### config.mk
export PLATFORM = sky130hd
export DESIGN_NAME = uart_img_loader_flat
export DESIGN_NICKNAME = d
export VERILOG_FILES = /design/src/rtl/bnn_uart_pkg.sv /design/src/rtl/uart_img_loader_if.sv /design/src/rtl/uart_byte_timer.sv /design/src/rtl/uart_img_loader.sv /design/src/flat_wrapper.sv
export SDC_FILE = /design/constraint.sdc
export NUM_CORES = 1
export LEC_CHECK = 0
export CORE_AREA = 5 5 112 114
export CTS_CLUSTER_DIAMETER = 200
export DETAILED_ROUTE_END_ITERATION = 10
export DIE_AREA = 0 0 117 119
export PLACE_DENSITY_LB_ADDON = 0.15
export SYNTH_ARGS = -nofsm -noshare
export SYNTH_HDL_FRONTEND = slang
export SYNTH_HIERARCHICAL = 1
export SYNTH_SLANG_ARGS = --single-unit
export TNS_END_PERCENT = 20
### constraint.sdc
create_clock -name baud_clk -period 4.15 [get_ports baud_clk]
set_input_delay 0.415 -clock baud_clk [delete_from_list [all_inputs] [get_ports baud_clk]]
set_output_delay 0.415 -clock baud_clk [all_outputs]
set_load 0.01 [all_outputs]
### src/rtl/bnn_uart_pkg.sv
// rtl/bnn_uart_pkg.sv - shared types and constants for the UART image loader
package bnn_uart_pkg;

  typedef enum logic [1:0] {
    IDLE,
    PAYLOAD,
    CHECK,
    HOLD
  } loader_state_t;

  localparam logic [7:0] SYNC_BYTE_DEF = 8'hA5;
  localparam int         IMG_BITS      = 100;

endpackage

### src/rtl/uart_img_loader_if.sv
// rtl/uart_img_loader_if.sv - image handshake between loader and BNN core
interface uart_img_loader_if #(
  parameter int IMG_BYTES = 13
);

  logic [IMG_BYTES*8-1:0] img_bits;
  logic                   img_valid;
  logic                   img_ready;

  modport master (output img_bits, output img_valid, input img_ready);
  modport slave  (input img_bits, input img_valid, output img_ready);

endinterface

### src/rtl/uart_byte_timer.sv
// rtl/uart_byte_timer.sv - inter-byte gap counter with terminal-count flag
module uart_byte_timer #(
  parameter int TIMEOUT_CYCLES = 200
) (
  input  logic baud_clk,
  input  logic rst,
  input  logic clr,
  input  logic en,
  output logic expired
);

  localparam int TW = (TIMEOUT_CYCLES > 1) ? $clog2(TIMEOUT_CYCLES) : 1;
  localparam logic [TW-1:0] LAST = TW'(TIMEOUT_CYCLES - 1);

  logic [TW-1:0] timer;

  // Saturates at the terminal count; the loader leaves the frame on that cycle anyway.
  always_ff @(posedge baud_clk or posedge rst) begin
    if (rst) begin
      timer <= '0;
    end else if (clr) begin
      timer <= '0;
    end else if (en && (timer != LAST)) begin
      timer <= timer + 1'b1;
    end
  end

  assign expired = (timer == LAST);

endmodule

### src/rtl/uart_img_loader.sv
// rtl/uart_img_loader.sv - assembles a checksummed UART frame into one BNN input image
module uart_img_loader
  import bnn_uart_pkg::*;
#(
  parameter int         IMG_BYTES      = 13,
  parameter logic [7:0] SYNC_BYTE      = SYNC_BYTE_DEF,
  parameter int         TIMEOUT_CYCLES = 200
) (
  input  logic                 baud_clk,
  input  logic                 rst,
  input  logic [7:0]           rx_data,
  input  logic                 rx_valid,
  uart_img_loader_if.master    img,
  output logic                 rts,
  output logic                 frame_err,
  output logic                 overrun
);

  localparam int IDX_W = (IMG_BYTES > 1) ? $clog2(IMG_BYTES) : 1;
  localparam logic [IDX_W-1:0] LAST_IDX = IDX_W'(IMG_BYTES - 1);

  loader_state_t          state;
  logic [IDX_W-1:0]       idx;
  logic [7:0]             csum;
  logic [IMG_BYTES*8-1:0] img_bits_q;
  logic                   img_valid_q;
  logic                   in_frame;
  logic                   tmr_clr;
  logic                   tmr_en;
  logic                   tmr_expired;

  assign in_frame = (state == PAYLOAD) || (state == CHECK);
  assign tmr_clr  = !in_frame || rx_valid;
  assign tmr_en   = in_frame && !rx_valid;

  uart_byte_timer #(
    .TIMEOUT_CYCLES(TIMEOUT_CYCLES)
  ) u_timer (
    .baud_clk(baud_clk),
    .rst     (rst),
    .clr     (tmr_clr),
    .en      (tmr_en),
    .expired (tmr_expired)
  );

  always_ff @(posedge baud_clk or posedge rst) begin
    if (rst) begin
      state       <= IDLE;
      idx         <= '0;
      csum        <= '0;
      img_bits_q  <= '0;
      img_valid_q <= 1'b0;
      rts         <= 1'b1;
      frame_err   <= 1'b0;
      overrun     <= 1'b0;
    end else begin
      frame_err <= 1'b0;
      overrun   <= 1'b0;
      case (state)
        IDLE: begin
          if (rx_valid && (rx_data == SYNC_BYTE)) begin
            state <= PAYLOAD;
            idx   <= '0;
            csum  <= '0;
          end
        end
        PAYLOAD: begin
          // A sync value here is payload; only the byte count ends this phase.
          if (rx_valid) begin
            for (int k = 0; k < IMG_BYTES; k++) begin
              if (idx == IDX_W'(k)) img_bits_q[8*k +: 8] <= rx_data;
            end
            csum <= csum ^ rx_data;
            if (idx == LAST_IDX) state <= CHECK;
            else                 idx   <= idx + 1'b1;
          end else if (tmr_expired) begin
            frame_err <= 1'b1;
            state     <= IDLE;
          end
        end
        CHECK: begin
          if (rx_valid) begin
            if (rx_data == csum) begin
              state       <= HOLD;
              img_valid_q <= 1'b1;
              rts         <= 1'b0;
            end else begin
              frame_err <= 1'b1;
              state     <= IDLE;
            end
          end else if (tmr_expired) begin
            frame_err <= 1'b1;
            state     <= IDLE;
          end
        end
        HOLD: begin
          // Bytes here are dropped unexamined, even when the core accepts in the same cycle.
          overrun <= rx_valid;
          if (img.img_ready) begin
            img_valid_q <= 1'b0;
            rts         <= 1'b1;
            state       <= IDLE;
          end
        end
        default: state <= IDLE;
      endcase
    end
  end

  assign img.img_bits  = img_bits_q;
  assign img.img_valid = img_valid_q;

endmodule
### src/flat_wrapper.sv
// flat-port wrapper written by rule: the top's interface ports become plain ports
module uart_img_loader_flat import bnn_uart_pkg::*;
#(
  parameter int         IMG_BYTES      = 13,
  parameter logic [7:0] SYNC_BYTE      = SYNC_BYTE_DEF,
  parameter int         TIMEOUT_CYCLES = 200
)
  (baud_clk, rst, rx_data, rx_valid, rts, frame_err, overrun, img_img_bits, img_img_valid, img_img_ready);
  uart_img_loader_if #(.IMG_BYTES(IMG_BYTES)) img_i ();
  input  logic baud_clk;
  input  logic rst;
  input  logic [7:0] rx_data;
  input  logic rx_valid;
  output logic rts;
  output logic frame_err;
  output logic overrun;
  output wire logic [$bits(img_i.img_bits)-1:0] img_img_bits;
  output wire logic [$bits(img_i.img_valid)-1:0] img_img_valid;
  input wire logic [$bits(img_i.img_ready)-1:0] img_img_ready;
  assign img_img_bits = img_i.img_bits;
  assign img_img_valid = img_i.img_valid;
  assign img_i.img_ready = img_img_ready;
  uart_img_loader #(.IMG_BYTES(IMG_BYTES), .SYNC_BYTE(SYNC_BYTE), .TIMEOUT_CYCLES(TIMEOUT_CYCLES)) u_core (.baud_clk(baud_clk), .rst(rst), .rx_data(rx_data), .rx_valid(rx_valid), .img(img_i), .rts(rts), .frame_err(frame_err), .overrun(overrun));
endmodule
Word level (Yosys, flattened, before mapping)
Index checks and enable logic that the tools add are counted.
W data, S select, Z words.
Word-level totals
  flip-flop bits (word level): 130
  input port bits: 12
Operators by class
  add/sub/neg operators: 2
  eq/ne operators: 26
  mux-type cells: 31
  bitwise operators: 1
  reductions and logical operators: 29
Operators with widths (count)
  $reduce_and A3 Y1: 15
  $mux W8: 4
  $eq A4 B4 Y1 const B: 5
  $eq A4 B3 Y1 const B: 4
  $eq A8 B8 Y1 const B: 2
  $pmux W8 S2: 1
  $mux W2: 7
  $mux W4: 3
  $mux W1: 11
  $ne A2 B2 Y1 const B: 5
  $add A8 B1 Y8 const B: 1
  $eq A4 B2 Y1 const B: 2
  $eq A8 B8 Y1: 1
  $ne A8 B8 Y1 const B: 1
  $pmux W2 S4: 1
  $pmux W4 S2: 1
  $reduce_and A4 Y1: 2
  $xor A8 B8 Y8: 1
  $pmux W1 S2: 3
  $reduce_bool A2 Y1: 3
  $add A4 B1 Y4 const B: 1
  $eq A2 B2 Y1 const B: 2
  $eq A4 B1 Y1 const B: 1
  $logic_not A4 Y1: 1
  other kinds (7): 11

Longest topological paths before layout
Gate-level depths: netlist of run 1.
  word-level depth: 6
  depth in mapped cells: 9
  depth with buffers taken out: 7

Cells and area by module
The synthesis of run 1 kept the hierarchy.
Modules (own cells, without submodules)
  uart_img_loader: instances 1, cells each 375, area an instance 5153.7 µm², seq. area each 3054.2 µm²
  uart_byte_timer: instances 1, cells each 48, area an instance 471.7 µm², seq. area each 200.2 µm²

Worst setup path after synthesis of run 1
Ideal clock, no wire load.
  path kind: input to register
  start point: in rx_data[1]
  end point: reg u_core.csum[0]
  arrival time: 1787 ps
  slack: 2237 ps
  stages: 5
  cells stage by stage: buf_2 > or3b_4 > o31ai_4 > o21ai_2 > a221o_1
Between the ends
  longest elaborated chain between the ends: 4
RTL lines
  start, declared: line flat_wrapper.sv:12  | input logic [7:0] rx_data;
  $eq A8 B8 Y1: line uart_img_loader.sv:61  | if (rx_valid && (rx_data == SYNC_BYTE)) begin
  $logic_and A1 B1 Y1: line uart_img_loader.sv:61
  $ne A2 B1 Y1 (no source line)
  $reduce_and A3 Y1 (no source line)
  end signal, assigned: line uart_img_loader.sv:73  | csum <= csum ^ rx_data;
  end, declared: line uart_img_loader.sv:24  | logic [7:0] csum;
Every way passes these cells.
A chain may end at the register's enable or synchronous reset.

Worst setup path after layout of run 1
  start point: reg u_core.state[1]
  end point: reg u_core.img_bits_q[17], in the netlist u_core/img.img_bits[17]
Between the ends
  longest elaborated chain between the ends: 2
RTL lines
  start, declared: line uart_img_loader.sv:22  | loader_state_t state;
  start signal, assigned: line uart_img_loader.sv:48  | state <= IDLE;
  start signal, assigned: line uart_img_loader.sv:62  | state <= PAYLOAD;
  start signal, assigned: line uart_img_loader.sv:74  | if (idx == LAST_IDX) state <= CHECK;
  $eq A2 B1 Y1: line uart_img_loader.sv:59  | case (state)
  $reduce_and A3 Y1 (no source line)
  end signal, assigned by index: line uart_img_loader.sv:71  | if (idx == IDX_W'(k)) img_bits_q[8*k +: 8] <= rx_data;
  end, declared: line uart_img_loader.sv:25  | logic [IMG_BYTES*8-1:0] img_bits_q;
Every way passes these cells.

==> impl_metrics.csv, run 1 <==
group,metric,value,unit
sta,hold_viol,0,
synth,synthCells,423,
clock_tree,cts_hold_buf,0,
synth,syn_area,5625,um^2
global_routing,grt_use_met3,7.099,%
critical_path,slowest_delay,0.49,ns
critical_path,worst_setup_path_end_kind,"register",
global_routing,grt_max_degree,65,
final_layout,stdcell_count,703,
synth,synth_top_area_share,57.38,%
floorplanning,initial_core_util,49.69,%
final_layout,fin_nets,570,
global_routing,grt-ovfl-total,0,
critical_path,criticalPathCategory,"reg2reg",
placed_design,port_buffers,119,
critical_path,critPathSlowestCell,"ha_1",
power_and_ir_drop,leakagePower,0.003404,uW
power_and_ir_drop,p_total,5725,uW
power_and_ir_drop,clockPowerShare,24.4,%
routing,wl,13.77,mm
min_path,hold_class,"in2async",
final_layout,area_growth,34.01,%
sta,rsz0062_at_grt,"false",
synth,synth_edf_count,0,
clock_tree,cts_tree,"yes",
sta,setup_tns,0,ns
placed_design,place_inst,672,
critical_path,critical-path-top-delay-family,"simple AND/OR/NAND/NOR gates",
placed_design,gp_congestion,0.7971,
floorplanning,die_y,119,um
power_and_ir_drop,comb_power_share,38.7,%
routing,num_vias,3913,
final_layout,antenna_cells,0,
floorplanning,num_io_pins,120,
sta,relSlewSlack,46.40,%
power_and_ir_drop,powerDensity,759.5,nW/um^2
critical_path,path_cells,"inv_1, ha_1, nand2_1, nor3_1, nand2_1, mux2_2",
synth,ys_seq_elements,130,
power_and_ir_drop,seqPwrFrac,36.9,%
global_routing,grtUsageMet2,34.17,%
critical_path,worstSetupStartpointType,"register",
sta,skew,0.007210,ns
critical_path,cp_max_fo,14,
synth,syn_area_per_cell,13.30,um^2
sta,finalMaxSlewViolations,0,
synth,synth_fp_nets,445,
routing,drtIter0Drc,196,
global_routing,grt_pass1_wl,22.66,mm
power_and_ir_drop,power.switching,1826,uW
clock_tree,clockBufferDepth,2,
run,maxCapViolCount,0,
clock_tree,path_clk_slew,0.06,ns
routing,drc,0,
clock_tree,post_cts_buffers,0,
global_routing,use_met1,26.65,%
critical_path,cp.arrival,3.05,ns
floorplanning,fp-row-count,39,
synth,ys.flop_type,"dfrtp_1",
floorplanning,dieWidth,117,um
routing,wl_per_cell,19.59,um
routing,avgViaCountPerCell,5.566,
global_routing,grtUsageTotal,21.00,%
critical_path,worstPathRequired,4.44,ns
clock_tree,cts_made_buffers,17,
clock_tree,cts-root-buf,"clkbuf_16",
global_routing,top_usage_layer,"met2",
floorplanning,coreArea,11320,um^2
global_routing,antenna_found_initial,0,
power_and_ir_drop,p_int,3899,uW
clock_tree,cts-htree-levels,4,
synth,yosysWarnings,6,
power_and_ir_drop,irDropWorstVdd,541.0,uV
final_layout,drive_above_1_share,27.14,%
critical_path,critPathMostFrequentCell,"nand2_1",
synth,ys_top_cells_by_area,"dfrtp_1 (57%), mux2_2 (21%), ha_1 (2.2%)",
sta,finalSetupViolCount,0,
global_routing,grt_pass1_vias,4235,
routing,dr.pass1.iters,4,
sta,post-route-period-util,66.62,%
synth,yosysSeqAreaShare,57.85,%
placed_design,dp_hpwl,9.132,mm
sta,tightest_slew,0.8040,ns
sta,fin_crit,2.765,ns
final_layout,post-route-util,66.59,%
critical_path,crit_buf_inv,1,
synth,synth_cell_types,52,
outcome,outcome,"completed",
clock_tree,cts_resized,0,
sta,fmax,361.7,MHz
clock_tree,clkSinkCount,130,
synth,async_flop_share,100.0,%
synth,yosys.area.top_type,"dfrtp_1",
floorplanning,dieArea,13920,um^2
clock_tree,clk_latency,0.41,ns
power_and_ir_drop,swShare,31.90,%
critical_path,regToRegSetupSlack,1.39,ns
routing,ant_nets,0,
==> flip-flops by register name, indices dropped and copies added (netlist names) <==
signal	cells
u_core/overrun	1
u_core/rts	1
u_core/img.img_valid	1
u_core/img.img_bits	104
u_core/u_timer/timer	8
u_core/idx	4
u_core/frame_err	1
u_core/state	2
u_core/csum	8
==> metal layers <==
metal  wire, um  part of all wire [%]
met2       6918                    50
met5          0                     0
met1       5837                    42
met3        843                   6.1
met4        175                   1.3
==> cells in the mapped netlist, types with 6 or more instances <==
master,number
o21ai_0,10
inv_1,12
nand4_1,6
mux2_2,103
ha_1,10
a21oi_1,14
and3_1,6
nor2_1,6
nor3_1,12
clkbuf_1,14
dfrtp_1,129
nand2_1,26
==> power by group through the flow <==
stage | sequential [uW] | combinational, uW | clock (uW)
final | 2110 | 2220 | 1400
after CTS | 2120 | 2240 | 1420
after detailed placement | 2130 | 2220 | 0
after global routing | 2180 | 2390 | 1490
after global placement | 2110 | 2190 | 0
after floorplan | 2270 | 904 | 0
==> worst paths after layout <==
| check | endpoint | startpoint | cells after the start |
|---|---|---|---|
| min | u_core/u_timer/timer[4]$_DFFE_PP0P_ | rst | 2 |
| max | u_core/img.img_bits[17]$_DFFE_PP0P_ | u_core/state[1]$_DFFE_PP0P_ | 6 |
| max in group asynchronous | u_core/rts$_DFFE_PP1P_ | rst | 3 |
| min in group baud_clk | u_core/rts$_DFFE_PP1P_ | u_core/rts$_DFFE_PP1P_ | 2 |
| min reg2reg | u_core/rts$_DFFE_PP1P_ | u_core/rts$_DFFE_PP1P_ | 2 |
| max reg2reg | u_core/img.img_bits[17]$_DFFE_PP0P_ | u_core/state[1]$_DFFE_PP0P_ | 6 |
==> cells by family (layout without fill, tap and decap cells) <==
| logic type | Yosys count | count (layout) | synth area share, % |
|---|---|---|---|
| compound gates | 47 | 47 | 5.917 |
| flops | 130 | 130 | 57.85 |
| mux | 109 | 109 | 21.89 |
| buf+inv | 32 | 169 | 2.224 |
| fa+ha+maj | 10 | 10 | 2.224 |
| simple gates | 86 | 86 | 8.496 |
| xor+xnor | 9 | 9 | 1.401 |
==> through the flow <==
step	instance area (um^2)	hold WS, ns	setup slack [ns]
floorplan	5625	0.2307	0.4941
global placement	6983	0.4823	1.474
detailed placement	6983	0.4871	1.433
CTS	7538	0.3468	1.406
global route	7538	0.3824	1.183
finish	7538	0.3455	1.385
==> placed cells by master (no fill, tap or decap), types with 6 or more instances in the layout <==
| cell | count |
|---|---|
| dfrtp_1 | 129 |
| clkdlybuf4s50_1 | 119 |
| mux2_2 | 103 |
| nand2_1 | 26 |
| clkbuf_16 | 17 |
| a21oi_1 | 14 |
| nor3_1 | 12 |
| inv_1 | 11 |
| o21ai_0 | 10 |
| ha_1 | 10 |
| nand4_1 | 6 |
| and3_1 | 6 |
| nor2_1 | 6 |
| buf_4 | 6 |
==> area by class of cell <==
cell class	instances	area [um^2]
clock inverters	14	130.1
well taps	143	178.9
clock buffers	17	425.4
inverters	12	47.55
fillers	863	3782
multi-input cells	261	2246
flip-flops and latches	130	3254
repair buffers	126	1256
(Power assumes the default switching activity.)
==> inputs of run 2 (changes only) <==
--- a/config.mk
+++ b/config.mk
@@ -5,10 +5,10 @@
 export SDC_FILE = /design/constraint.sdc
 export NUM_CORES = 1
 export LEC_CHECK = 0
-export CORE_AREA = 5 5 112 114
+export CORE_AREA = 5 5 117 119
 export CTS_CLUSTER_DIAMETER = 200
 export DETAILED_ROUTE_END_ITERATION = 10
-export DIE_AREA = 0 0 117 119
+export DIE_AREA = 0 0 122 124
 export PLACE_DENSITY_LB_ADDON = 0.15
 export SYNTH_ARGS = -nofsm -noshare
 export SYNTH_HDL_FRONTEND = slang
==> constraint.sdc (replaced) <==
create_clock -name baud_clk -period 2.3 [get_ports baud_clk]
set_input_delay 0.23 -clock baud_clk [delete_from_list [all_inputs] [get_ports baud_clk]]
set_output_delay 0.23 -clock baud_clk [all_outputs]
set_load 0.01 [all_outputs]
==> run 2 against run 1 <==
Net effect: maximum frequency rose by 28%; final cell count rose by 5.8%; sequential power rose by 80%; design area rose by 1.7%; first-iteration DRC count rose by 34%; largest power group unchanged.
==> impl_metrics.csv, run 2 (synthesis results as in run 1) <==
group,metric,value,unit
sta,fin_crit,2.163,ns
final_layout,fin_nets,581,
outcome,outcome,"completed",
floorplanning,dieWidth,122,um
sta,hold_viol,0,
global_routing,antenna_found_initial,0,
routing,wl_per_cell,19.11,um
global_routing,grt-ovfl-total,0,
run,maxCapViolCount,0,
placed_design,dp_hpwl,9.619,mm
final_layout,area_growth,36.23,%
clock_tree,clkSinkCount,130,
clock_tree,clk_latency,0.41,ns
critical_path,regToRegSetupSlack,0.14,ns
power_and_ir_drop,p_int,7119,uW
global_routing,grt_max_degree,123,
critical_path,cp_max_fo,8,
sta,tightest_slew,0.6963,ns
clock_tree,clockBufferDepth,2,
critical_path,cp.arrival,2.45,ns
sta,fmax,462.4,MHz
clock_tree,cts_tree,"yes",
power_and_ir_drop,p_total,10410,uW
clock_tree,path_clk_slew,0.05,ns
placed_design,gp_congestion,0.8555,
sta,rsz0062_at_grt,"false",
final_layout,final_cell_mix,"dfrtp_1 (129), clkdlybuf4s50_1 (119), mux2_2 (103), nand2_1 (26)",
floorplanning,fp-row-count,41,
power_and_ir_drop,swShare,31.63,%
power_and_ir_drop,powerDensity,1359,nW/um^2
global_routing,grt_pass1_vias,4096,
clock_tree,cts_made_buffers,17,
routing,drc,0,
power_and_ir_drop,irDropWorstVdd,824.8,uV
power_and_ir_drop,power.switching,3294,uW
critical_path,worst_setup_path_end_kind,"register",
clock_tree,cts_hold_buf,0,
final_layout,largest_register_ffs,104,
routing,drtIter0Drc,262,
sta,finalMaxSlewViolations,0,
routing,wl,14.22,mm
sta,setup_tns,0,ns
clock_tree,cts-htree-levels,4,
critical_path,reg2regPathDepth,6,
final_layout,drive_above_1_share,28.50,%
sta,post-route-period-util,94.03,%
floorplanning,dieArea,15130,um^2
critical_path,worstPathRequired,2.59,ns
power_and_ir_drop,comb_power_share,39.5,%
final_layout,mostFrequentLayoutCell,"dfrtp_1",
floorplanning,initial_core_util,45.13,%
critical_path,criticalPathCategory,"reg2reg",
final_layout,antenna_cells,0,
final_layout,num-fill-cells,1021,
min_path,hold_class,"in2async",
global_routing,grt_pass1_wl,22.54,mm
floorplanning,coreArea,12470,um^2
sta,relSlewSlack,53.58,%
critical_path,worstSetupStartpointType,"register",
floorplanning,num_io_pins,120,
routing,avgViaCountPerCell,5.317,
floorplanning,die_y,124,um
routing,ant_nets,0,
power_and_ir_drop,seqPwrFrac,36.4,%
power_and_ir_drop,clockPowerShare,24.1,%
clock_tree,cts-root-buf,"clkbuf_16",
critical_path,reg2reg_from,"u_core/state[1]$_DFFE_PP0P_",
placed_design,port_buffers,119,
global_routing,grtUsageTotal,19.66,%
sta,finalSetupViolCount,0,
critical_path,r2r-end,"u_core/img.img_bits[19]$_DFFE_PP0P_",
placed_design,place_area,7103,um^2
final_layout,design_area,7664,um^2
power_and_ir_drop,leakagePower,0.003442,uW
routing,num_vias,3956,
sta,skew,0.006734,ns
routing,dr.pass1.iters,4,
==> run 2: cell count changes in the layout (fill, tap and decap cells not counted) <==
| cell | delta |
|---|---|
| buf_4 | +11 |
| clkinvlp_4 | +4 |
| inv_6 | -3 |
| clkbuf_1 | +2 |
| clkinv_4 | -2 |
| clkbuf_8 | +1 |
| inv_4 | -1 |
| nor3_1 | -1 |
| nor3_2 | +1 |
==> run 2: critical path: stages, from the launching register on <==
cell and delay [ns]:
dfrtp_1 0.42, inv_1 0.14, ha_1 0.19, nand2_1 0.14
nor3_1 0.41, nand2_1 0.36, mux2_2 0.37
==> run 2: repair_timing <==
action | in CTS | in global routing
resized for setup | 0 | 1
endpoints found under the setup margin | 0 | 32
setup buffers | 0 | 0
hold endpoints to repair | 0 | 0
==> run 2: area by class of cell <==
| class | instances | area [um^2] | share of cell area, % |
|---|---|---|---|
| clock inverters | 12 | 108.9 | 1.420 |
| multi-input cells | 261 | 2251 | 29.37 |
| flip-flops and latches | 130 | 3254 | 42.47 |
| clock buffers | 20 | 446.7 | 5.829 |
| well taps | 172 | 215.2 | 2.808 |
| repair buffers | 137 | 1339 | 17.47 |
| inverters | 12 | 48.80 | 0.6367 |
==> run 2: routing by layer <==
metal / GRT usage, % / wire [um]
met1: 24.31 / 6086
met2: 31.98 / 7026
met3: 8.265 / 978
met4: 5.252 / 130
met5: 0 / 0
==> run 2: through the flow <==
| stage | utilization [%] | setup slack [ns] | hold WS [ns] | cells |
|---|---|---|---|---|
| floorplan | - | 0.3972 | 0.04566 | 423 |
| detailed placement | 56.98 | -0.04963 | 0.4848 | 712 |
| CTS | 61.44 | 0.08594 | 0.1497 | 744 |
| global placement | 56.98 | -0.01230 | 0.4784 | 712 |
| finish | 61.48 | 0.1373 | 0.1575 | 744 |
| global route | 61.48 | 0.01746 | 0.1738 | 744 |
==> run 2: how the worst max path moves through the flow <==
| stage | from | to | slack, ns | cells after the start |
|---|---|---|---|---|
| after global routing | u_core/state[1]$_DFFE_PP0P_ | u_core/img.img_bits[8]$_DFFE_PP0P_ | 0.02 | 6 |
| after global placement | rx_valid | u_core/img.img_bits[47]$_DFFE_PP0P_ | -0.01 | 5 |
| after floorplan | u_core/state[1]$_DFFE_PP0P_ | u_core/img.img_bits[0]$_DFFE_PP0P_ | 0.40 | 6 |
| final | u_core/state[1]$_DFFE_PP0P_ | u_core/img.img_bits[19]$_DFFE_PP0P_ | 0.14 | 6 |
| after CTS | u_core/state[1]$_DFFE_PP0P_ | u_core/img.img_bits[60]$_DFFE_PP0P_ | 0.09 | 6 |
| after detailed placement | rx_data[1] | u_core/state[0]$_DFFE_PP0P_ | -0.05 | 5 |
==> run 2: power by group through the flow <==
| stage | Sequential [uW] | Clock (uW) | Combinational (uW) |
|---|---|---|---|
| detailed placement | 3820 | 0 | 4120 |
| finish | 3790 | 2510 | 4120 |
| floorplan | 4090 | 0 | 1630 |
| global route | 3910 | 2660 | 4440 |
| CTS | 3800 | 2560 | 4160 |
| global placement | 3780 | 0 | 4050 |
==> inputs of run 3 (changes only) <==
--- a/config.mk
+++ b/config.mk
@@ -10,6 +10,7 @@
 export DETAILED_ROUTE_END_ITERATION = 10
 export DIE_AREA = 0 0 122 124
 export PLACE_DENSITY_LB_ADDON = 0.15
+export SLEW_MARGIN = 20
 export SYNTH_ARGS = -nofsm -noshare
 export SYNTH_HDL_FRONTEND = slang
 export SYNTH_HIERARCHICAL = 1
==> results of run 3 <==
Final layout, timing and power as in run 2 (identical DEF).
